===== config.mk =====
export PLATFORM = sky130hd
export DESIGN_NAME = jtag_uart_cmd
export DESIGN_NICKNAME = d
export VERILOG_FILES = /design/src/rtl/jtag_uart_pkg.sv /design/src/rtl/jtag_uart_cmd.sv
export SDC_FILE = /design/constraint.sdc
export NUM_CORES = 1
export LEC_CHECK = 0
export ABC_AREA = 1
export ABC_CLOCK_PERIOD_IN_PS = 3500
export BUFFER_PORTS_ARGS = -buffer_cell sky130_fd_sc_hd__buf_2
export CORE_MARGIN = 3
export CORE_UTILIZATION = 41
export DETAILED_ROUTE_END_ITERATION = 8
export PLACE_DENSITY = 0.73
export SETUP_SLACK_MARGIN = 0.4
export SLEW_MARGIN = 20
export SYNTH_ARGS = -nofsm -noshare
export SYNTH_HDL_FRONTEND = slang
export SYNTH_SLANG_ARGS = --single-unit

===== constraint.sdc =====
create_clock -name clk_i -period 3.5 [get_ports clk_i]
set_input_delay 0.175 -clock clk_i [delete_from_list [all_inputs] [get_ports clk_i]]
set_output_delay 0.175 -clock clk_i [all_outputs]
set_load 0.02 [all_outputs]

===== src/rtl/jtag_uart_pkg.sv =====
// Shared definitions for the JTAG UART command engine and the JTAG-side logic.
package jtag_uart_pkg;

   localparam int unsigned STATE_W = 4;
   localparam int unsigned IR_W    = 4;
   localparam int unsigned BYTE_W  = 8;
   localparam int unsigned ADDR_W  = 7;

   localparam logic [STATE_W-1:0] ST_IDLE     = 4'd0;
   localparam logic [STATE_W-1:0] ST_CMD_RD   = 4'd1;
   localparam logic [STATE_W-1:0] ST_CMD_CAP  = 4'd2;
   localparam logic [STATE_W-1:0] ST_DAT_WAIT = 4'd3;
   localparam logic [STATE_W-1:0] ST_DAT_RD   = 4'd4;
   localparam logic [STATE_W-1:0] ST_DAT_CAP  = 4'd5;
   localparam logic [STATE_W-1:0] ST_BUS      = 4'd6;
   localparam logic [STATE_W-1:0] ST_RESP     = 4'd7;
   localparam logic [STATE_W-1:0] ST_RESP_WR  = 4'd8;

   localparam int unsigned CMD_WR_BIT = 7;

   localparam logic [BYTE_W-1:0] ACK_BYTE_DEF = 8'h06;
   localparam logic [BYTE_W-1:0] NAK_BYTE_DEF = 8'h15;

   localparam logic [IR_W-1:0] IR_TX     = 4'h2;
   localparam logic [IR_W-1:0] IR_RX     = 4'h3;
   localparam logic [IR_W-1:0] IR_STATUS = 4'h4;
   localparam logic [IR_W-1:0] IR_BYPASS = 4'hF;

   // Command byte layout as received from the host
   typedef struct packed {
      logic              we;
      logic [ADDR_W-1:0] addr;
   } cmd_t;

endpackage


===== src/rtl/jtag_uart_cmd.sv =====
// Pops command bytes from the JTAG UART RX FIFO, runs one register access on
// the local req/ack bus and pushes a one-byte response into the TX FIFO.
module jtag_uart_cmd
   import jtag_uart_pkg::*;
#(
   parameter int unsigned TIMEOUT  = 255,
   parameter logic [7:0]  ACK_BYTE = ACK_BYTE_DEF,
   parameter logic [7:0]  NAK_BYTE = NAK_BYTE_DEF
) (
   input  logic       clk_i,
   input  logic       reset_i,
   input  logic       uart_rxmt_i,
   input  logic [7:0] uart_data_i,
   output logic       uart_rd_o,
   input  logic       uart_txfl_i,
   output logic       uart_nwr_o,
   output logic [7:0] uart_data_o,
   output logic       bus_req_o,
   output logic       bus_we_o,
   output logic [6:0] bus_addr_o,
   output logic [7:0] bus_wdata_o,
   input  logic [7:0] bus_rdata_i,
   input  logic       bus_ack_i,
   output logic       busy_o,
   output logic [7:0] err_cnt_o
);

   localparam int unsigned TW = $clog2(TIMEOUT + 1);

   logic [STATE_W-1:0] state, state_next;
   cmd_t               cmd, cmd_next;
   logic [7:0]         wdata, wdata_next;
   logic [7:0]         resp, resp_next;
   logic [TW-1:0]      tcnt, tcnt_next;
   logic [1:0]         guard, guard_next;
   logic [7:0]         err_next, data_next;
   logic               rd_next, nwr_next, req_next, we_next, busy_next;
   logic               guard_clr;

   assign bus_addr_o  = cmd.addr;
   assign bus_wdata_o = wdata;
   assign guard_clr   = (guard == 2'd0);

   // Next-state logic; outputs are decoded from the next state and registered
   always_comb begin
      state_next = state;
      cmd_next   = cmd;
      wdata_next = wdata;
      resp_next  = resp;
      tcnt_next  = tcnt;
      err_next   = err_cnt_o;
      // FIFO flags lag one cycle behind each strobe, so hold them off briefly
      guard_next = (uart_rd_o || !uart_nwr_o) ? 2'd2 :
                   (guard_clr ? 2'd0 : guard - 2'd1);

      case (state)
         ST_IDLE:     if (guard_clr && !uart_rxmt_i) state_next = ST_CMD_RD;
         ST_CMD_RD:   state_next = ST_CMD_CAP;
         ST_CMD_CAP: begin
            cmd_next   = cmd_t'(uart_data_i);
            tcnt_next  = '0;
            state_next = uart_data_i[CMD_WR_BIT] ? ST_DAT_WAIT : ST_BUS;
         end
         ST_DAT_WAIT: if (guard_clr && !uart_rxmt_i) state_next = ST_DAT_RD;
         ST_DAT_RD:   state_next = ST_DAT_CAP;
         ST_DAT_CAP: begin
            wdata_next = uart_data_i;
            tcnt_next  = '0;
            state_next = ST_BUS;
         end
         ST_BUS: begin
            // An ack on the final timeout cycle still counts as success
            if (bus_ack_i) begin
               resp_next  = cmd.we ? ACK_BYTE : bus_rdata_i;
               state_next = ST_RESP;
            end else if (tcnt == TW'(TIMEOUT - 1)) begin
               resp_next  = NAK_BYTE;
               err_next   = (err_cnt_o == 8'hFF) ? err_cnt_o : err_cnt_o + 8'd1;
               state_next = ST_RESP;
            end else begin
               tcnt_next = tcnt + TW'(1);
            end
         end
         ST_RESP:     if (guard_clr && !uart_txfl_i) state_next = ST_RESP_WR;
         ST_RESP_WR:  state_next = ST_IDLE;
         default:     state_next = ST_IDLE;
      endcase

      rd_next   = (state_next == ST_CMD_RD) || (state_next == ST_DAT_RD);
      nwr_next  = (state_next != ST_RESP_WR);
      req_next  = (state_next == ST_BUS);
      we_next   = (state_next == ST_BUS) && cmd_next.we;
      busy_next = (state_next != ST_IDLE);
      data_next = (state_next == ST_RESP_WR) ? resp_next : uart_data_o;
   end

   always_ff @(posedge clk_i) begin
      if (reset_i) begin
         state       <= ST_IDLE;
         cmd         <= '0;
         wdata       <= '0;
         resp        <= '0;
         tcnt        <= '0;
         guard       <= '0;
         err_cnt_o   <= '0;
         uart_rd_o   <= 1'b0;
         uart_nwr_o  <= 1'b1;
         uart_data_o <= '0;
         bus_req_o   <= 1'b0;
         bus_we_o    <= 1'b0;
         busy_o      <= 1'b0;
      end else begin
         state       <= state_next;
         cmd         <= cmd_next;
         wdata       <= wdata_next;
         resp        <= resp_next;
         tcnt        <= tcnt_next;
         guard       <= guard_next;
         err_cnt_o   <= err_next;
         uart_rd_o   <= rd_next;
         uart_nwr_o  <= nwr_next;
         uart_data_o <= data_next;
         bus_req_o   <= req_next;
         bus_we_o    <= we_next;
         busy_o      <= busy_next;
      end
   end

endmodule


==> results_tabular.tex, run 1 <==
\begin{tabular}{lr}
\hline
Metric & Value \\
\hline
\multicolumn{2}{l}{\textbf{Timing}} \\
\quad Final period utilization & 47.5\% \\
\quad Max Clock Skew & 0.00818 ns \\
\quad Summed negative setup slack over all endpoints & 0 ns \\
\quad Final Max Tran Viols & 0 \\
\quad Achievable clock frequency & 601 MHz \\
\quad Number of hold-slack violations in the final timing report & 0 \\
\quad RSZ-0062 raised after global routing & no \\
\quad Slew at the pin closest to its max-slew limit & 0.642 ns \\
\quad Post-route minimum period & 1.66 ns \\
\quad \# setup viols final & 0 \\
\quad Slew headroom & 57.2\% \\
\multicolumn{2}{l}{\textbf{Power}} \\
\quad Switching Fraction & 36.2\% \\
\quad Internal power & 1.22 mW \\
\quad Sequential cell fraction of total power & 42.4\% \\
\quad Portion of total power attributed to the clock network & 29.0\% \\
\quad Maximum VDD drop & 405 µV \\
\quad Switching Power & 0.692 mW \\
\quad Power density of the placed cells & 602 nW/µm² \\
\quad Leakage & 1.54 nW \\
\quad Proportion of power drawn by combinational gates & 28.6\% \\
\quad Power after layout & 1.91 mW \\
\multicolumn{2}{l}{\textbf{Synthesis}} \\
\quad Number of synthesized flops with an enable pin & 0 \\
\quad Count of unique library cells instantiated by Yosys & 34 \\
\quad Leading post-synthesis cells by instance count & sky130\_fd\_sc\_hd\_\_nor2\_1 (75), sky130\_fd\_sc\_hd\_\_nand2\_1 (72), sky130\_fd\_sc\_hd\_\_dfxtp\_1 (59) \\
\quad Cell Area, Synth & 2710 µm² \\
\quad Share of the synthesized area in the top cell type & 43.5\% \\
\quad Post-synthesis cell count & 371 \\
\quad Main flop type after synthesis & sky130\_fd\_sc\_hd\_\_dfxtp\_1 \\
\quad Synthesized area per cell & 7.31 µm² \\
\quad Top cell type by total area after synthesis & sky130\_fd\_sc\_hd\_\_dfxtp\_1 \\
\quad Number of warning messages in the yosys log & 0 \\
\quad Synthesized Nets & 395 \\
\quad Number of flip-flops and latches in the synthesized netlist & 59 \\
\quad Leading cell types by total area after synthesis & sky130\_fd\_sc\_hd\_\_dfxtp\_1 (44\%), sky130\_fd\_sc\_hd\_\_nor2\_1 (10\%), sky130\_fd\_sc\_hd\_\_nand2\_1 (10\%), sky130\_fd\_sc\_hd\_\_inv\_1 (5.0\%), sky130\_fd\_sc\_hd\_\_a21oi\_1 (4.4\%) \\
\quad Most frequent cell after synthesis & sky130\_fd\_sc\_hd\_\_nor2\_1 \\
\quad Register area share after synthesis & 43.5\% \\
\quad Async set-reset flop share out of synthesis & 0\% \\
\multicolumn{2}{l}{\textbf{Worst hold path}} \\
\quad Worst Min Path Start & uart\_data\_i[1] \\
\quad Endpoint of the worst hold-timing path & bus\_addr\_o[1] \\
\quad Cell depth of the worst min-delay path & 3 \\
\quad Path category of the worst min-delay check & in2reg \\
\multicolumn{2}{l}{\textbf{Cells and area}} \\
\quad Number of filler cells placed in the layout & 642 \\
\quad Final non-filler cell total & 505 \\
\quad Net total in the final layout & 447 \\
\quad Register area & 1180 µm² \\
\quad Synth-to-layout area growth & 17.0\% \\
\quad Share of final-layout standard cells stronger than drive strength 1 & 22.0\% \\
\quad Area used by multi-input combinational logic & 1280 µm² \\
\quad Antenna cells & 0 \\
\multicolumn{2}{l}{\textbf{Worst setup path}} \\
\quad Critical path capture point type & register \\
\quad CP Max Fanout & 14 \\
\quad Cell with the most instances on the worst path & sky130\_fd\_sc\_hd\_\_inv\_1 \\
\quad Type of element launching the critical path & register \\
\quad Worst EP required & 3.73 ns \\
\quad Critical R2R Launch & guard[1] \\
\quad Slowest Stage Delay on Critical Path & 0.43 ns \\
\quad Worst setup startpoint & guard[1] \\
\quad Capture point of the worst reg-to-reg path & uart\_data\_o[6] \\
\quad Start-to-end type of the worst setup path & reg2reg \\
\quad Chain of cells forming the critical path & nor2\_1, nand2\_1, nor3\_4, inv\_1, o21ai\_0, inv\_1 \\
\quad Count of buffering cells on the critical path with inverters included & 2 \\
\quad Cell family contributing the most delay on the critical path & simple AND/OR/NAND/NOR gates \\
\quad FF-to-FF setup slack & 1.84 ns \\
\quad CP Data Arrival Time & 1.89 ns \\
\quad Slowest cell on the critical path & sky130\_fd\_sc\_hd\_\_nor3\_4 \\
\quad Cell depth of the worst flop-to-flop path & 6 \\
\multicolumn{2}{l}{\textbf{CTS}} \\
\quad CTS root buf & sky130\_fd\_sc\_hd\_\_clkbuf\_8 \\
\quad TritonCTS clock tree & built \\
\quad Post-cts hold buffer count & 0 \\
\quad Clk sinks & 59 \\
\quad Longest Clk Path Bufs & 2 \\
\quad Post-CTS Repair Setup Buffers & 0 \\
\quad Clock input transition at the sequential cells of the worst setup and hold paths & 0.07 ns \\
\quad Worst-Skew Late Latency & 0.33 ns \\
\quad Number of levels the H-tree was split into & 3 \\
\quad Number of gates resized after cts & 0 \\
\quad TritonCTS buffer count & 9 \\
\multicolumn{2}{l}{\textbf{Detailed routing}} \\
\quad Sum of routed wire length over all layers & 5860 µm \\
\quad Detailed-router iteration count before antenna repair & 4 \\
\quad Vias after detailed routing & 2392 \\
\quad Final ANT Viol Nets & 0 \\
\quad Average vias per placed instance & 4.74 \\
\quad Starting DRT DRC Count & 98 \\
\quad Wire length per cell & 11.6 µm \\
\quad Post-route DRC & 0 \\
\multicolumn{2}{l}{\textbf{Die}} \\
\quad Cell Rows & 29 \\
\quad Die outline width & 87.3 µm \\
\quad Starting utilization of the core area & 42.5\% \\
\quad Ports placed on the boundary & 57 \\
\quad Full die area & 7630 µm² \\
\quad Die Height & 87.3 µm \\
\quad Core ar. & 6390 µm² \\
\multicolumn{2}{l}{\textbf{Place}} \\
\quad PortBufs & 56 \\
\quad Weighted congestion reported at the end of routability-driven placement & 0.842 \\
\quad Placed cell count & 489 \\
\quad Sum of net half-perimeters after detailed placement & 4240 µm \\
\multicolumn{2}{l}{\textbf{Global route}} \\
\quad Number of global-route vias before repair & 2156 \\
\quad Antenna violations before repair & 0 \\
\quad Gr ovfl total & 0 \\
\quad Pin count of the biggest net entering global routing & 36 \\
\quad Global Route Usage Sum & 16.2\% \\
\quad First-pass GRT wire length & 9630 µm \\
\multicolumn{2}{l}{\textbf{Status}} \\
\quad Run status & finished clean \\
\multicolumn{2}{l}{\textbf{Flow run}} \\
\quad Max-cap violations & 0 \\
\hline
\end{tabular}
how the worst max path moves through the flow:
stage / to / cells after the start
floorplan: err_cnt_o[2] / 9
global placement: bus_req_o / 9
detailed placement: uart_data_o[6] / 6
CTS: bus_req_o / 9
global route: bus_req_o / 9
finish: uart_data_o[6] / 6
per-stage QoR:
step | hold slack, ns | util, % | setup slack (ns) | instance area, µm²
floorplan | 0.310 | - | 1.95 | 2710
global placement | 0.428 | 46.9 | 1.86 | 3000
detailed placement | 0.434 | 46.9 | 1.86 | 3000
CTS | 0.0764 | 49.7 | 1.85 | 3170
global route | 0.0998 | 49.7 | 1.62 | 3170
finish | 0.0890 | 49.7 | 1.84 | 3170
registers in the layout, summed over array words and instances (netlist names), 2 cells and up:
name         cells
resp             8
bus_addr_o       7
state            4
uart_data_o      8
guard            2
tcnt             8
err_cnt_o        8
bus_wdata_o      8
cells by family (layout without fill, tap and decap cells):
kind of cell | Yosys count | count (layout) | share of synthesized area (%)
AND/OR/NAND/NOR | 185 | 185 | 31.6
AO/OA/AOI/OAI | 59 | 59 | 11.3
flip-flops | 59 | 59 | 43.5
buffers and inverters | 56 | 113 | 9.23
XOR/XNOR | 9 | 9 | 2.91
adder cells (fa/ha/maj) | 3 | 3 | 1.38
power groups by stage:
stage	Clock, mW	Combinational [mW]	Sequential, mW
final	0.555	0.546	0.811
after global placement	0	0.543	0.823
after detailed placement	0	0.547	0.824
after floorplan	0	0.444	0.840
after CTS	0.571	0.551	0.810
after global routing	0.604	0.613	0.821
cells in the final DEF, fill, tap and decap left out:
cell type | netlist | routed
sky130_fd_sc_hd__a21o_1 | 1 | 1
sky130_fd_sc_hd__a21oi_1 | 24 | 24
sky130_fd_sc_hd__and2_1 | 1 | 1
sky130_fd_sc_hd__buf_2 | 0 | 56
sky130_fd_sc_hd__clkbuf_8 | 0 | 11
sky130_fd_sc_hd__clkinv_1 | 1 | 1
sky130_fd_sc_hd__clkinv_2 | 0 | 4
sky130_fd_sc_hd__clkinvlp_4 | 0 | 1
sky130_fd_sc_hd__dfxtp_1 | 59 | 59
sky130_fd_sc_hd__ha_1 | 3 | 3
sky130_fd_sc_hd__inv_1 | 36 | 36
sky130_fd_sc_hd__inv_2 | 3 | 3
sky130_fd_sc_hd__inv_4 | 1 | 1
sky130_fd_sc_hd__nand2_1 | 72 | 72
sky130_fd_sc_hd__nand2_2 | 3 | 3
sky130_fd_sc_hd__nand2_4 | 3 | 3
sky130_fd_sc_hd__nand3_1 | 16 | 16
sky130_fd_sc_hd__nand3_4 | 2 | 2
sky130_fd_sc_hd__nand4_1 | 2 | 2
sky130_fd_sc_hd__nor2_1 | 75 | 75
sky130_fd_sc_hd__nor2_2 | 2 | 2
sky130_fd_sc_hd__nor2_4 | 3 | 3
sky130_fd_sc_hd__nor2_8 | 2 | 2
sky130_fd_sc_hd__nor3_1 | 1 | 1
sky130_fd_sc_hd__nor3_4 | 1 | 1
sky130_fd_sc_hd__nor4_1 | 1 | 1
sky130_fd_sc_hd__o211ai_1 | 1 | 1
sky130_fd_sc_hd__o21ai_0 | 22 | 22
sky130_fd_sc_hd__o21ai_1 | 9 | 9
sky130_fd_sc_hd__o21ai_2 | 1 | 1
sky130_fd_sc_hd__o21bai_1 | 1 | 1
sky130_fd_sc_hd__or2_2 | 1 | 1
sky130_fd_sc_hd__xnor2_1 | 3 | 3
sky130_fd_sc_hd__xor2_1 | 6 | 6
area by class of cell:
| type | instances | share of cell area, % |
|---|---|---|
| Multi-Input combinational cell | 256 | 40.4 |
| Tap cell | 77 | 3.04 |
| Clock inverter | 5 | 0.867 |
| Sequential cell | 59 | 37.2 |
| Clock buffer | 11 | 4.77 |
| Inverter | 41 | 4.93 |
| Timing Repair Buffer | 56 | 8.83 |
worst register-to-register path: stages (launching register included):
cell                      delay (ns)
sky130_fd_sc_hd__dfxtp_1        0.32
sky130_fd_sc_hd__nor2_1         0.21
sky130_fd_sc_hd__nand2_1        0.14
sky130_fd_sc_hd__nor3_4         0.43
sky130_fd_sc_hd__inv_1          0.19
sky130_fd_sc_hd__o21ai_0        0.22
sky130_fd_sc_hd__inv_1          0.05
layer usage:
metal  vias up  share of wire (%)  track usage (%)
met2        50                 48             25.6
met5         -                  0                0
met1      1073                 47             20.2
met4         0                1.4             7.11
met3         8                4.2             5.30
li1       1261                  -                -
No activity file was read; power rests on OpenSTA's default activity.
==> run 2: changes to the inputs <==
- ABC_CLOCK_PERIOD_IN_PS: 3500 -> 1400
- PLACE_DENSITY: 0.73 -> 0.75
- clock period: 3.5 -> 1.4 ns (I/O delays scaled with it)
==> run 2 against run 1 <==
Net effect:
- the flow now finishes with violations (negative setup slack)
- clock-buffer cell count unchanged
- cell count is 8.5% higher
- first-iteration DRC count rose by 73%
- clock power increased to 3.2 times the previous value
- register-to-register slack got worse by 1.9 ns
- via count grew 12%
- critical path type unchanged
- largest cell class unchanged
==> results_tabular.tex, run 2 (synthesis gave the netlist of run 1 again) <==
\begin{tabular}{lr}
\hline
Metric & Value \\
\hline
\multicolumn{2}{l}{\textbf{Power}} \\
\quad Leakage & 1.90 nW (+23\%) \\
\quad Switching Power & 2.18 mW (+210\%) \\
\quad Switching Fraction & 35.8\% (-0.39 points) \\
\quad Sequential cell fraction of total power & 34.9\% (-7.5 points) \\
\quad Proportion of power drawn by combinational gates & 36.4\% (+7.8 points) \\
\quad Power density of the placed cells & 1520 nW/µm² (+150\%) \\
\quad Maximum VDD drop & 813 µV (+100\%) \\
\quad Internal power & 3.90 mW (+220\%) \\
\quad Portion of total power attributed to the clock network & 28.7\% (-0.3 points) \\
\multicolumn{2}{l}{\textbf{Place}} \\
\quad PortBufs & 56 (unchanged) \\
\quad Weighted congestion reported at the end of routability-driven placement & 0.832 (-1.2\%) \\
\quad Sum of net half-perimeters after detailed placement & 4620 µm (+9.1\%) \\
\quad Worst slack after detailed placement & -0.0594 ns (-1.92 ns) \\
\quad Placement Cell Area & 3270 µm² (+9.1\%) \\
\multicolumn{2}{l}{\textbf{Worst setup path}} \\
\quad Cell family contributing the most delay on the critical path & simple AND/OR/NAND/NOR gates \\
\quad Worst EP required & 1.61 ns (-2.12 ns) \\
\quad Slowest cell on the critical path & sky130\_fd\_sc\_hd\_\_dfxtp\_4 \\
\quad Type of element launching the critical path & register \\
\quad Slowest Stage Delay on Critical Path & 0.42 ns (about the same) \\
\quad Count of buffering cells on the critical path with inverters included & 1 (-1) \\
\quad Chain of cells forming the critical path & nand2\_8, buf\_6, nor2\_4, nand2\_1, nand2\_1, nor2\_1, and2\_4, nand2\_2, nor2\_1 \\
\quad FF-to-FF setup slack & -0.03 ns (-1.87 ns) \\
\quad Worst setup startpoint & state[1] \\
\quad CP Data Arrival Time & 1.64 ns (-0.25 ns) \\
\quad Start-to-end type of the worst setup path & reg2reg \\
\quad Critical path capture point type & register \\
\quad CP Max Fanout & 5 (-9) \\
\quad Critical R2R Launch & state[1] \\
\multicolumn{2}{l}{\textbf{CTS}} \\
\quad Worst-Skew Late Latency & 0.33 ns (about the same) \\
\quad Longest Clk Path Bufs & 2 (unchanged) \\
\quad Clock input transition at the sequential cells of the worst setup and hold paths & 0.06 ns (about the same) \\
\quad Number of levels the H-tree was split into & 3 (unchanged) \\
\quad CTS root buf & sky130\_fd\_sc\_hd\_\_clkbuf\_8 \\
\quad TritonCTS buffer count & 9 (unchanged) \\
\quad Clk sinks & 59 (unchanged) \\
\quad TritonCTS clock tree & built \\
\multicolumn{2}{l}{\textbf{Cells and area}} \\
\quad Synth-to-layout area growth & 47.3\% \\
\quad Net total in the final layout & 491 (+9.8\%) \\
\quad Top library cells by usage in the layout, fill and taps aside & sky130\_fd\_sc\_hd\_\_nand2\_1 (62), sky130\_fd\_sc\_hd\_\_nor2\_1 (53), sky130\_fd\_sc\_hd\_\_buf\_2 (53), sky130\_fd\_sc\_hd\_\_dfxtp\_1 (43), sky130\_fd\_sc\_hd\_\_inv\_1 (31) \\
\quad Number of filler cells placed in the layout & 504 (-21\%) \\
\quad Share of final-layout standard cells stronger than drive strength 1 & 44.2\% (+22 points) \\
\quad Final instance area & 4000 µm² (+26\%) \\
\quad Antenna cells & 0 (unchanged) \\
\quad Most frequent standard cell in the layout excluding fill and tap cells & sky130\_fd\_sc\_hd\_\_nand2\_1 \\
\multicolumn{2}{l}{\textbf{Die}} \\
\quad Cell Rows & 29 (unchanged) \\
\quad Core ar. & 6390 µm² (unchanged) \\
\quad Full die area & 7630 µm² (unchanged) \\
\quad Ports placed on the boundary & 57 (unchanged) \\
\quad Die outline width & 87.3 µm (unchanged) \\
\quad Starting utilization of the core area & 42.5\% (unchanged) \\
\quad Die Height & 87.3 µm (unchanged) \\
\multicolumn{2}{l}{\textbf{Timing}} \\
\quad Post-route minimum period & 1.43 ns (-0.232 ns) \\
\quad Achievable clock frequency & 699 MHz (+16\%) \\
\quad Max Clock Skew & 0.00678 ns (-0.00140 ns) \\
\quad Number of hold-slack violations in the final timing report & 0 (unchanged) \\
\quad Worst hold slack across all endpoints & 0.0423 ns (-0.0467 ns) \\
\quad RSZ-0062 raised after global routing & yes \\
\quad Setup ws final & -0.0305 ns (-1.87 ns) \\
\quad Final period utilization & 102\% (+55 points) \\
\quad \# setup viols final & 3 (+3) \\
\quad Slew at the pin closest to its max-slew limit & 0.366 ns (-0.276 ns) \\
\quad Slew headroom & 75.6\% (+18 points) \\
\quad Final Max Tran Viols & 0 (unchanged) \\
\multicolumn{2}{l}{\textbf{Status}} \\
\quad Run status & finished with violations \\
\quad Failing checks & negative setup slack \\
\multicolumn{2}{l}{\textbf{Global route}} \\
\quad Number of global-route vias before repair & 2476 (+15\%) \\
\quad Global Route Usage Sum & 18.8\% (+2.6 points) \\
\quad First-pass GRT wire length & 11300 µm (+17\%) \\
\quad Antenna violations before repair & 0 (unchanged) \\
\quad Pin count of the biggest net entering global routing & 35 (-2.8\%) \\
\quad Gr ovfl total & 0 (unchanged) \\
\multicolumn{2}{l}{\textbf{Detailed routing}} \\
\quad Vias after detailed routing & 2682 (+12\%) \\
\quad Starting DRT DRC Count & 170 (+73\%) \\
\quad Wire length per cell & 13.2 µm (+14\%) \\
\quad Post-route DRC & 0 (unchanged) \\
\quad Average vias per placed instance & 4.89 (+3.3\%) \\
\quad Sum of routed wire length over all layers & 7240 µm (+23\%) \\
\quad Detailed-router iteration count before antenna repair & 4 (unchanged) \\
\quad Final ANT Viol Nets & 0 (unchanged) \\
\multicolumn{2}{l}{\textbf{Flow run}} \\
\quad Max-cap violations & 0 (unchanged) \\
\multicolumn{2}{l}{\textbf{Worst hold path}} \\
\quad Worst Min Path Start & bus\_rdata\_i[3] \\
\quad Path category of the worst min-delay check & in2reg \\
\hline
\end{tabular}
-- run 2: cell count changes in the layout (fill, tap and decap cells not counted), sizes merged --
cell,change
inv,-1
dlygate4sd3,+7
buf,+37
clkinvlp,-1
bufinv,+2
clkinv,-1
-- run 2: final timing paths --
path / to / cells past startpoint
worst max register to register: bus_req_o / 9
worst min register to register: guard[0] / 1
worst max-delay path: bus_req_o / 9
worst min-delay path: resp[3] / 3
-- run 2: layout make-up --
type	count	area, µm²	area share, %
timing repair buffer	100	703	17.6
multi-input combinational	256	1570	39.2
inverter	41	191	4.79
sequential	59	1210	30.4
clock inverter	4	73.8	1.85
tap	77	96.3	2.41
clock buffer	11	151	3.79
-- run 2: timing repair --
action | in CTS | in global routing
resized for setup | 48 | 62
buffers inserted | 5 | 8
setup endpoints to repair | 61 | 62
pin swaps | 11 | 14
hold buffers | 7 | 0
endpoints found under the hold margin | 14 | 0
-- run 2: power groups by stage --
stage	Clock [mW]	Combinational, mW	Sequential, mW
final	1.75	2.21	2.12
after detailed placement	0	1.55	2.10
after global routing	1.88	2.39	2.14
after floorplan	0	1.20	2.13
after CTS	1.77	1.75	2.09
after global placement	0	1.52	2.09
-- run 2: per-layer routing --
| metal | global-route usage (%) | routed length, µm |
|---|---|---|
| met1 | 23.8 | 3130 |
| met2 | 30.4 | 3640 |
| met3 | 5.01 | 340 |
| met4 | 7.25 | 132 |
| met5 | 0 | 0 |
-- run 2: worst register-to-register path, delay by kind of cell, from the launching register on --
kind	cells	cell delay (ns)
AND/OR/NAND/NOR	8	0.75
flip-flops	1	0.42
buffers and inverters	1	0.12
-- run 2: metrics by stage --
stage | instances | total power [mW] | util (%) | setup TNS, ns
after floorplan | 371 | 3.33 | - | 0
after global placement | 513 | 3.61 | 51.2 | -0.00224
final | 548 | 6.08 | 62.6 | -0.0547
after detailed placement | 513 | 3.65 | 51.2 | -0.862
after global routing | 548 | 6.41 | 62.6 | -1.58
after CTS | 540 | 5.61 | 58.7 | 0
